==> src/rtl/encoder_8b10b.sv <==
`default_nettype none
// +--------------------------------------------------------------------------+
// | encoder_8b10b : multi-octet 8B/10B encoder, RD chained MSB->LSB, 1 cycle |
// | Revision: 1.0                                                            |
// +--------------------------------------------------------------------------+

module encoder_8b10b #(
  parameter int DATA_BYTES    = 2,
  parameter int PIPELINE_BITS = 1
) (
  input  logic                       i_clk,
  input  logic                       i_rst_n,
  input  logic                       i_compliance,
  input  logic                       i_valid,
  output logic                       o_ready,
  input  logic [DATA_BYTES*8-1:0]    i_data,
  input  logic [DATA_BYTES-1:0]      i_datak,
  input  logic [PIPELINE_BITS-1:0]   i_pipeline,
  output logic                       o_valid,
  input  logic                       i_ready,
  output logic [DATA_BYTES*10-1:0]   o_data10,
  output logic [DATA_BYTES-1:0]      o_kerr,
  output logic [PIPELINE_BITS-1:0]   o_pipeline
);

  localparam logic C_RD_NEG = 1'b0;

  // Returns {rd_out, kerr, symbol}; rd = 1 means positive running disparity.
  function automatic logic [11:0] enc_byte(input logic [7:0] b, input logic k, input logic rd);
    logic [4:0] x;
    logic [2:0] y;
    logic       k_ok;
    logic       u6;
    logic [5:0] c6;
    logic       rd6;
    logic       u4;
    logic [3:0] c4;
    logic       a7;
    logic       inv4;
    logic [9:0] sym;
    x    = b[4:0];
    y    = b[7:5];
    k_ok = k && ((x == 5'd28) ||
                 ((y == 3'd7) && ((x == 5'd23) || (x == 5'd27) || (x == 5'd29) || (x == 5'd30))));
    // 6b codes in abcdei order, RD- form; leading bit marks unbalanced codes
    {u6, c6} = 7'b0_000000;
    case (x)
      5'd0:  {u6, c6} = 7'b1_100111;
      5'd1:  {u6, c6} = 7'b1_011101;
      5'd2:  {u6, c6} = 7'b1_101101;
      5'd3:  {u6, c6} = 7'b0_110001;
      5'd4:  {u6, c6} = 7'b1_110101;
      5'd5:  {u6, c6} = 7'b0_101001;
      5'd6:  {u6, c6} = 7'b0_011001;
      5'd7:  {u6, c6} = 7'b0_111000;
      5'd8:  {u6, c6} = 7'b1_111001;
      5'd9:  {u6, c6} = 7'b0_100101;
      5'd10: {u6, c6} = 7'b0_010101;
      5'd11: {u6, c6} = 7'b0_110100;
      5'd12: {u6, c6} = 7'b0_001101;
      5'd13: {u6, c6} = 7'b0_101100;
      5'd14: {u6, c6} = 7'b0_011100;
      5'd15: {u6, c6} = 7'b1_010111;
      5'd16: {u6, c6} = 7'b1_011011;
      5'd17: {u6, c6} = 7'b0_100011;
      5'd18: {u6, c6} = 7'b0_010011;
      5'd19: {u6, c6} = 7'b0_110010;
      5'd20: {u6, c6} = 7'b0_001011;
      5'd21: {u6, c6} = 7'b0_101010;
      5'd22: {u6, c6} = 7'b0_011010;
      5'd23: {u6, c6} = 7'b1_111010;
      5'd24: {u6, c6} = 7'b1_110011;
      5'd25: {u6, c6} = 7'b0_100110;
      5'd26: {u6, c6} = 7'b0_010110;
      5'd27: {u6, c6} = 7'b1_110110;
      5'd28: {u6, c6} = 7'b0_001110;
      5'd29: {u6, c6} = 7'b1_101110;
      5'd30: {u6, c6} = 7'b1_011110;
      5'd31: {u6, c6} = 7'b1_101011;
    endcase
    if (k_ok && (x == 5'd28)) begin
      {u6, c6} = 7'b1_001111;
    end
    // D.7 is balanced but still has distinct RD+/RD- forms
    if ((u6 || (x == 5'd7)) && rd) begin
      c6 = ~c6;
    end
    rd6 = u6 ? ~rd : rd;

    a7 = k_ok ||
         (!rd6 && ((x == 5'd17) || (x == 5'd18) || (x == 5'd20))) ||
         ( rd6 && ((x == 5'd11) || (x == 5'd13) || (x == 5'd14)));
    {u4, c4} = 5'b0_0000;
    case (y)
      3'd0: {u4, c4} = 5'b1_1011;
      3'd1: {u4, c4} = 5'b0_1001;
      3'd2: {u4, c4} = 5'b0_0101;
      3'd3: {u4, c4} = 5'b0_1100;
      3'd4: {u4, c4} = 5'b1_1101;
      3'd5: {u4, c4} = 5'b0_1010;
      3'd6: {u4, c4} = 5'b0_0110;
      3'd7: {u4, c4} = a7 ? 5'b1_0111 : 5'b1_1110;
    endcase
    // K.x.1/2/5/6 use the inverse of the D form for a given boundary RD
    if (u4 || (y == 3'd3)) begin
      inv4 = rd6;
    end else begin
      inv4 = k_ok && ((y == 3'd1) || (y == 3'd2) || (y == 3'd5) || (y == 3'd6)) && !rd6;
    end
    if (inv4) begin
      c4 = ~c4;
    end

    sym = '0;
    for (int i = 0; i < 6; i++) begin
      sym[i] = c6[5-i];
    end
    for (int i = 0; i < 4; i++) begin
      sym[6+i] = c4[3-i];
    end
    return {(u4 ? ~rd6 : rd6), (k && !k_ok), sym};
  endfunction

  logic                      valid_q,   valid_d;
  logic [DATA_BYTES*10-1:0]  data_q,    data_d;
  logic [DATA_BYTES-1:0]     kerr_q,    kerr_d;
  logic [PIPELINE_BITS-1:0]  pipe_q,    pipe_d;
  logic                      rd_q,      rd_d;

  logic [DATA_BYTES:0]       w_rd;
  logic [DATA_BYTES*10-1:0]  w_sym;
  logic [DATA_BYTES-1:0]     w_kerr;
  logic                      w_accept;

  assign w_rd[DATA_BYTES] = i_compliance ? C_RD_NEG : rd_q;

  for (genvar n = 0; n < DATA_BYTES; n++) begin : g_byte
    assign {w_rd[n], w_kerr[n], w_sym[n*10+:10]} = enc_byte(i_data[n*8+:8], i_datak[n], w_rd[n+1]);
  end

  assign o_ready  = !valid_q || i_ready;
  assign w_accept = i_valid && o_ready;

  always_comb begin
    valid_d = valid_q;
    data_d  = data_q;
    kerr_d  = kerr_q;
    pipe_d  = pipe_q;
    rd_d    = rd_q;
    if (w_accept) begin
      valid_d = 1'b1;
      data_d  = w_sym;
      kerr_d  = w_kerr;
      pipe_d  = i_pipeline;
      rd_d    = w_rd[0];
    end else if (i_ready) begin
      valid_d = 1'b0;
    end
  end

  always_ff @(posedge i_clk or negedge i_rst_n) begin
    if (!i_rst_n) begin
      valid_q <= 1'b0;
      data_q  <= '0;
      kerr_q  <= '0;
      pipe_q  <= '0;
      rd_q    <= C_RD_NEG;
    end else begin
      valid_q <= valid_d;
      data_q  <= data_d;
      kerr_q  <= kerr_d;
      pipe_q  <= pipe_d;
      rd_q    <= rd_d;
    end
  end

  assign o_valid    = valid_q;
  assign o_data10   = data_q;
  assign o_kerr     = kerr_q;
  assign o_pipeline = pipe_q;

endmodule

`default_nettype wire
==> config.mk <==
export PLATFORM = sky130hd
export DESIGN_NAME = encoder_8b10b
export DESIGN_NICKNAME = d
export VERILOG_FILES = /design/src/rtl/encoder_8b10b.sv
export SDC_FILE = /design/constraint.sdc
export NUM_CORES = 1
export LEC_CHECK = 0
export BUFFER_PORTS_ARGS = -buffer_cell sky130_fd_sc_hd__buf_4
export CAP_MARGIN = 10
export CORE_UTILIZATION = 53
export CTS_CLUSTER_DIAMETER = 60
export DETAILED_ROUTE_END_ITERATION = 12
export PLACE_DENSITY = 0.87
export SLEW_MARGIN = 10
export SYNTH_ARGS = -nofsm -noshare
export SYNTH_HDL_FRONTEND = slang
export SYNTH_SLANG_ARGS = --single-unit
export TNS_END_PERCENT = 30
==> constraint.sdc <==
create_clock -name i_clk -period 2.4 [get_ports i_clk]
set_input_delay 0.24 -clock i_clk [delete_from_list [all_inputs] [get_ports i_clk]]
set_output_delay 0.24 -clock i_clk [all_outputs]
set_load 0.01 [all_outputs]
Yosys cells after proc, flatten, opt, wreduce, memory -nomap -nowiden. Memory sizes are Yosys's and may differ from the RTL's. Cells that the tools add are included.

Memory bits (read-only): 448. Register bits: 25. Memories: 2. Word-level logic and storage cells: 138.

Memory list: (no name shown) (words 32, width 7, rd ports 1, clocked after memory_dff 0, wr ports 0, line 47) `case (x)`; (no name shown) (words 32, width 7, rd ports 1, clocked after memory_dff 0, wr ports 0, line 47).

Reductions and logical operators: 62. Muxes and demuxes: 23. Bitwise gates (word level): 8. Equality and inequality tests: 38.

Operator list (count): == test 5 bit, second input constant (16); case mux 4 bit (8 select lines) (2); logical OR 1 bit (31); == test 5 x 4 -> 1 bit, second input constant (6); == test 3 bit, second input constant (8); two-way mux 6 bit (4); logical AND 1 bit (19); two-way mux 4 bit (4); == test 3 x 2 -> 1 bit, second input constant (4); inverter 6 bit (2); two-way mux 1 bit (11); == test 5 x 3 -> 1 bit, second input constant (2); OR reduction 5 bit (2); inverter 4 bit (2); == test 3 x 1 -> 1 bit, second input constant (2); logical NOT 3 bit (2); case mux 1 bit (3 select lines) (2); logical NOT 1 bit (5); inverter 1 bit (4); OR reduction 2 bit (2); nonzero test 2 bit (1).

Longest topological paths before layout.
Depth after elaboration: 22. Depth in mapped cells: 11. Gate-level depth less buffers: 10.

Least setup slack after synthesis. OpenSTA, ideal clock, no wires.

Path type: input to register. From: in i_data[8]. To: reg data_q[16], in the netlist o_data10[16]. Data required time: 2274 ps. Arrival time: 2477 ps. Path buffers: 1. Stages: 10. Path slack: -203 ps. Cell sequence: inv_1 -> ha_1 -> buf_2 -> nand2_1 -> a31o_1 -> mux4_2 -> xnor2_1 -> mux2_2 -> o2111a_1 -> a221o_1.

Word-level cells in the longest chain between the ends: 18. Elaborated cells between the ends (all ways): 37. Those cells by class: eq/ne: 11; mux: 6; bitwise: 1; reduce/logical: 18; memory: 1.

RTL lines: start: declaration (line 16) `input logic [DATA_BYTES*8-1:0] i_data,`; == test 5 bit (line 44) `((y == 3'd7) && ((x == 5'd23) || (x == 5'd27) || (x == 5'd29) || (x == 5'd30))));`; logical OR 1 bit (3 in series) (line 44); logical AND 1 bit (line 44); logical OR 1 bit (line 43) `k_ok = k && ((x == 5'd28) ||`; logical AND 1 bit (line 43); logical AND 1 bit (line 81) `if (k_ok && (x == 5'd28)) begin`; two-way mux 1 bit (line 81); two-way mux 1 bit (line 88) `rd6 = u6 ? ~rd : rd;`; logical NOT 1 bit (line 91, 108); logical AND 1 bit (line 91) `(!rd6 && ((x == 5'd17) || (x == 5'd18) || (x == 5'd20))) ||`; logical OR 1 bit (line 90) `a7 = k_ok ||`; logical OR 1 bit (line 91); two-way mux 4 bit (line 102) `3'd7: {u4, c4} = a7 ? 5'b1_0111 : 5'b1_1110;`; case mux 4 bit (8 select lines) (line 94) `case (y)`; inverter 4 bit (line 111) `c4 = ~c4;`; two-way mux 4 bit (*) (line 110) `if (inv4) begin`; end signal: assignment (line 170) `data_q <= data_d;`; end: declaration (line 125) `logic [DATA_BYTES*10-1:0] data_q, data_d;`.

Every way passes the cells marked *; elsewhere a longest branch is shown, timed or not. A chain may end at the register's enable or synchronous reset.

Worst setup path after layout. Ends and elaborated chain as after synthesis.

==> impl_metrics.py <==
metrics = {
    "run_status": {
        "status": "finished, final reports clean",
    },
    "logic_synthesis": {
        "synthesis.area_um2": 2683,
        "syn-num-nets": 394,
        "ys.flop_type": "dfrtp_1",
        "yosys_warnings": 0,
        "synth-simple-area-share": 0.2253,
        "synth_xor_area_frac": 0.09515,
        "synthTopCellsByArea": "dfrtp_1 23%, ha_1 8.4%, nand2_1 7.0%",
        "synthMuxAreaShare": 0.08209,
        "synth.distinct_cells": 52,
        "synth_top_family_by_area": "simple AND/OR/NAND/NOR gates",
        "synth_compound_area_frac": 0.2169,
        "netlist.area_leader.share": 0.2332,
        "synthArstFlopShare": 1.000,
        "synthAdderAreaFrac": 0.08396,
        "ys_seq_area_frac": 0.2332,
        "ys_ff_latch": 25,
        "avgSynthCellArea_um2": 7.621,
        "synth.largest_area_cell": "dfrtp_1",
        "synth_enable_flop_cells": 0,
        "netlist_instances": 352,
    },
    "timing": {
        "final-hold-violation-count": 0,
        "max_freq_mhz": 419.9,
        "finClkSkew_ns": 0.008145,
        "fin_crit_ns": 2.381,
        "slew_headroom": 0.5794,
        "setup_violations": 0,
        "min_period_over_period": 0.9923,
        "worstMarginPinSlew_ns": 0.6293,
        "tns_ns": 0,
        "rsz0062_at_grt": "yes",
        "slew_violations": 0,
        "layout_setup_ws_ns": 0.01858,
    },
    "die": {
        "die_w_um": 73.15,
        "die-area_um2": 5350,
        "start_util": 0.5605,
        "rows": 25,
        "ioPinCount": 49,
        "die_h_um": 73.15,
        "core_um2": 4786,
    },
    "run": {
        "drv_cap": 0,
    },
    "clock_tree": {
        "cts.sinks": 25,
        "cts_tree": "yes",
        "numCtsBuffers": 3,
        "cts_root_buf": "clkbuf_8",
        "clk_path_buf_depth": 2,
        "h-tree-depth": 1,
        "clkSlewWorstSetupHoldPaths_ns": 0.08,
        "clk_latency_ns": 0.27,
    },
    "placed_design": {
        "place_ws_ns": -0.2584,
        "dp_hpwl_um": 5113,
        "gp_congestion": 0.8963,
        "dp_cells": 476,
        "dpl_cell_area_um2": 3333,
        "io_buffers": 48,
    },
    "power": {
        "swShare": 0.3775,
        "static-leakage-power_nw": 1.581,
        "p_comb_frac": 0.557,
        "max-vdd-ir-drop_mv": 0.3042,
        "pwr-share-clk": 0.131,
        "seqPwrFrac": 0.312,
        "p_int_w": 0.001188,
        "powerDensity_nw_per_um2": 552.9,
        "switchingPower_w": 0.0007202,
    },
    "routing": {
        "vias": 2721,
        "met3_length_um": 316,
        "wl_met2_um": 3314,
        "ant_nets": 0,
        "routedWlPerCell_um": 13.65,
        "top_layer": "met4",
        "vias_per_cell": 5.610,
        "wl_met1_um": 2889,
        "drc": 0,
        "initialDrtViolationCount": 205,
        "routed_wl_um": 6620,
        "drt_pass1_iterations": 4,
    },
    "setup_path": {
        "worstReg2RegEnd": "o_data10[16]",
        "startpoint_type": "input port",
        "regToRegSetupSlack_ns": 0.20,
        "ff2ff_path_depth": 7,
        "crit_arrival_ns": 2.54,
        "required_ns": 2.55,
        "rr_startpoint": "rd_q",
        "crit_fanout": 4,
        "critPathKind": "in2reg",
        "end_kind": "flop",
    },
    "hold_path": {
        "whs_path_depth": 2,
        "worstHoldEndpoint": "o_valid",
        "hold_start": "i_valid",
        "min-delay-path-class": "in2reg",
    },
    "layout": {
        "final_cell_mix": "82 x buf_4, 49 x nand2_1, 33 x o21ai_0",
        "postLayoutCoreUtil": 0.7210,
        "area_delta_synth_final_pct": 28.64,
        "finalNonFillerCells": 485,
        "final_cell_area_um2": 3451,
        "final_nets": 461,
        "drive_gt1_frac": 0.2656,
        "layout_commonest_cell": "buf_4",
        "diodes": 0,
    },
    "grt": {
        "antenna_found_initial": 0,
        "gr-total-overflow": 0,
        "grt_max_degree": 29,
        "grt_use_total": 0.2545,
        "first_global_vias": 2468,
        "grt_first_pass_wirelength_um": 10800,
    },
}
==> cell type report <==
cell class | instances | area, um2
Clock buffer | 3 | 41.29
Clock inverter | 1 | 5.005
Fill cell | 378 | 1335
Inverter | 22 | 90.09
Multi-Input combinational cell | 283 | 1959
Sequential cell | 25 | 625.6
Tap cell | 67 | 83.83
Timing Repair Buffer | 84 | 645.6
==> state kept, by name (all words and copies together) (netlist names) <==
signal and count:
o_data10 20, o_kerr 2, rd_q 1, o_pipeline 1, o_valid 1
==> layer usage <==
metal  up-vias  track usage
met5         -            0
met2        92       0.4383
li1       1361            -
met3        11      0.03315
met4         0      0.09586
met1      1257       0.3227
==> critical path, cell delays in order <==
cell and delay (ns):
buf_4 0.14, ha_2 0.20, nor2b_4 0.13, or2_0 0.22, mux4_2 0.58, xnor2_2 0.23
a211oi_2 0.11, o21a_1 0.21, o2111a_1 0.23, a221o_1 0.25
==> kinds of logic after synthesis <==
group | Yosys count
mux | 18
buf+inv | 44
flops | 25
compound gates | 93
simple gates | 127
xor+xnor | 27
fa+ha+maj | 18
==> synth_stat cells (all sizes together) (4+ instances only) <==
master   n
o211ai   4
mux2i   13
nand2b   6
o21ai   40
nor2    25
nor2b   11
nand3   10
clkbuf  16
a211oi   4
inv     22
nor3     6
buf      6
nand2   50
ha      18
a21oi   19
xnor2   13
nand3b   7
dfrtp   25
xor2    14
==> through the flow <==
step	hold WS, ns	power [W]
detailed placement	0.1578	0.001580
finish	0.1847	0.001908
floorplan	-0.05559	0.001183
global route	0.1969	0.002042
CTS	0.1863	0.001831
global placement	0.1534	0.001530
==> power by group through the flow <==
stage / Clock, W / Sequential, W / Combinational, W
CTS: 0.000252 / 0.000596 / 0.000982
global route: 0.000275 / 0.000608 / 0.00116
global placement: 0 / 0.000598 / 0.000933
detailed placement: 0 / 0.000606 / 0.000974
floorplan: 0 / 0.000647 / 0.000536
finish: 0.000250 / 0.000595 / 0.00106
==> timing repair <==
action                                  in CTS  in global routing
endpoints found under the hold margin       25                  0
hold buffers                                 1                  0
resized for setup                            0                  8
setup buffers                                0                  4
endpoints found under the setup margin       0                  9
==> worst max-delay path by stage <==
| stage | from | to |
|---|---|---|
| 2_1_floorplan | i_data[8] | o_data10[16] |
| 3_3_place_gp | i_data[8] | o_data10[16] |
| 3_5_place_dp | i_data[8] | o_data10[18] |
| 4_1_cts | i_data[8] | o_data10[18] |
| 5_1_grt | i_data[8] | o_data10[16] |
| 6_report | i_data[8] | o_data10[16] |
Power figures use the tool's default switching activity.
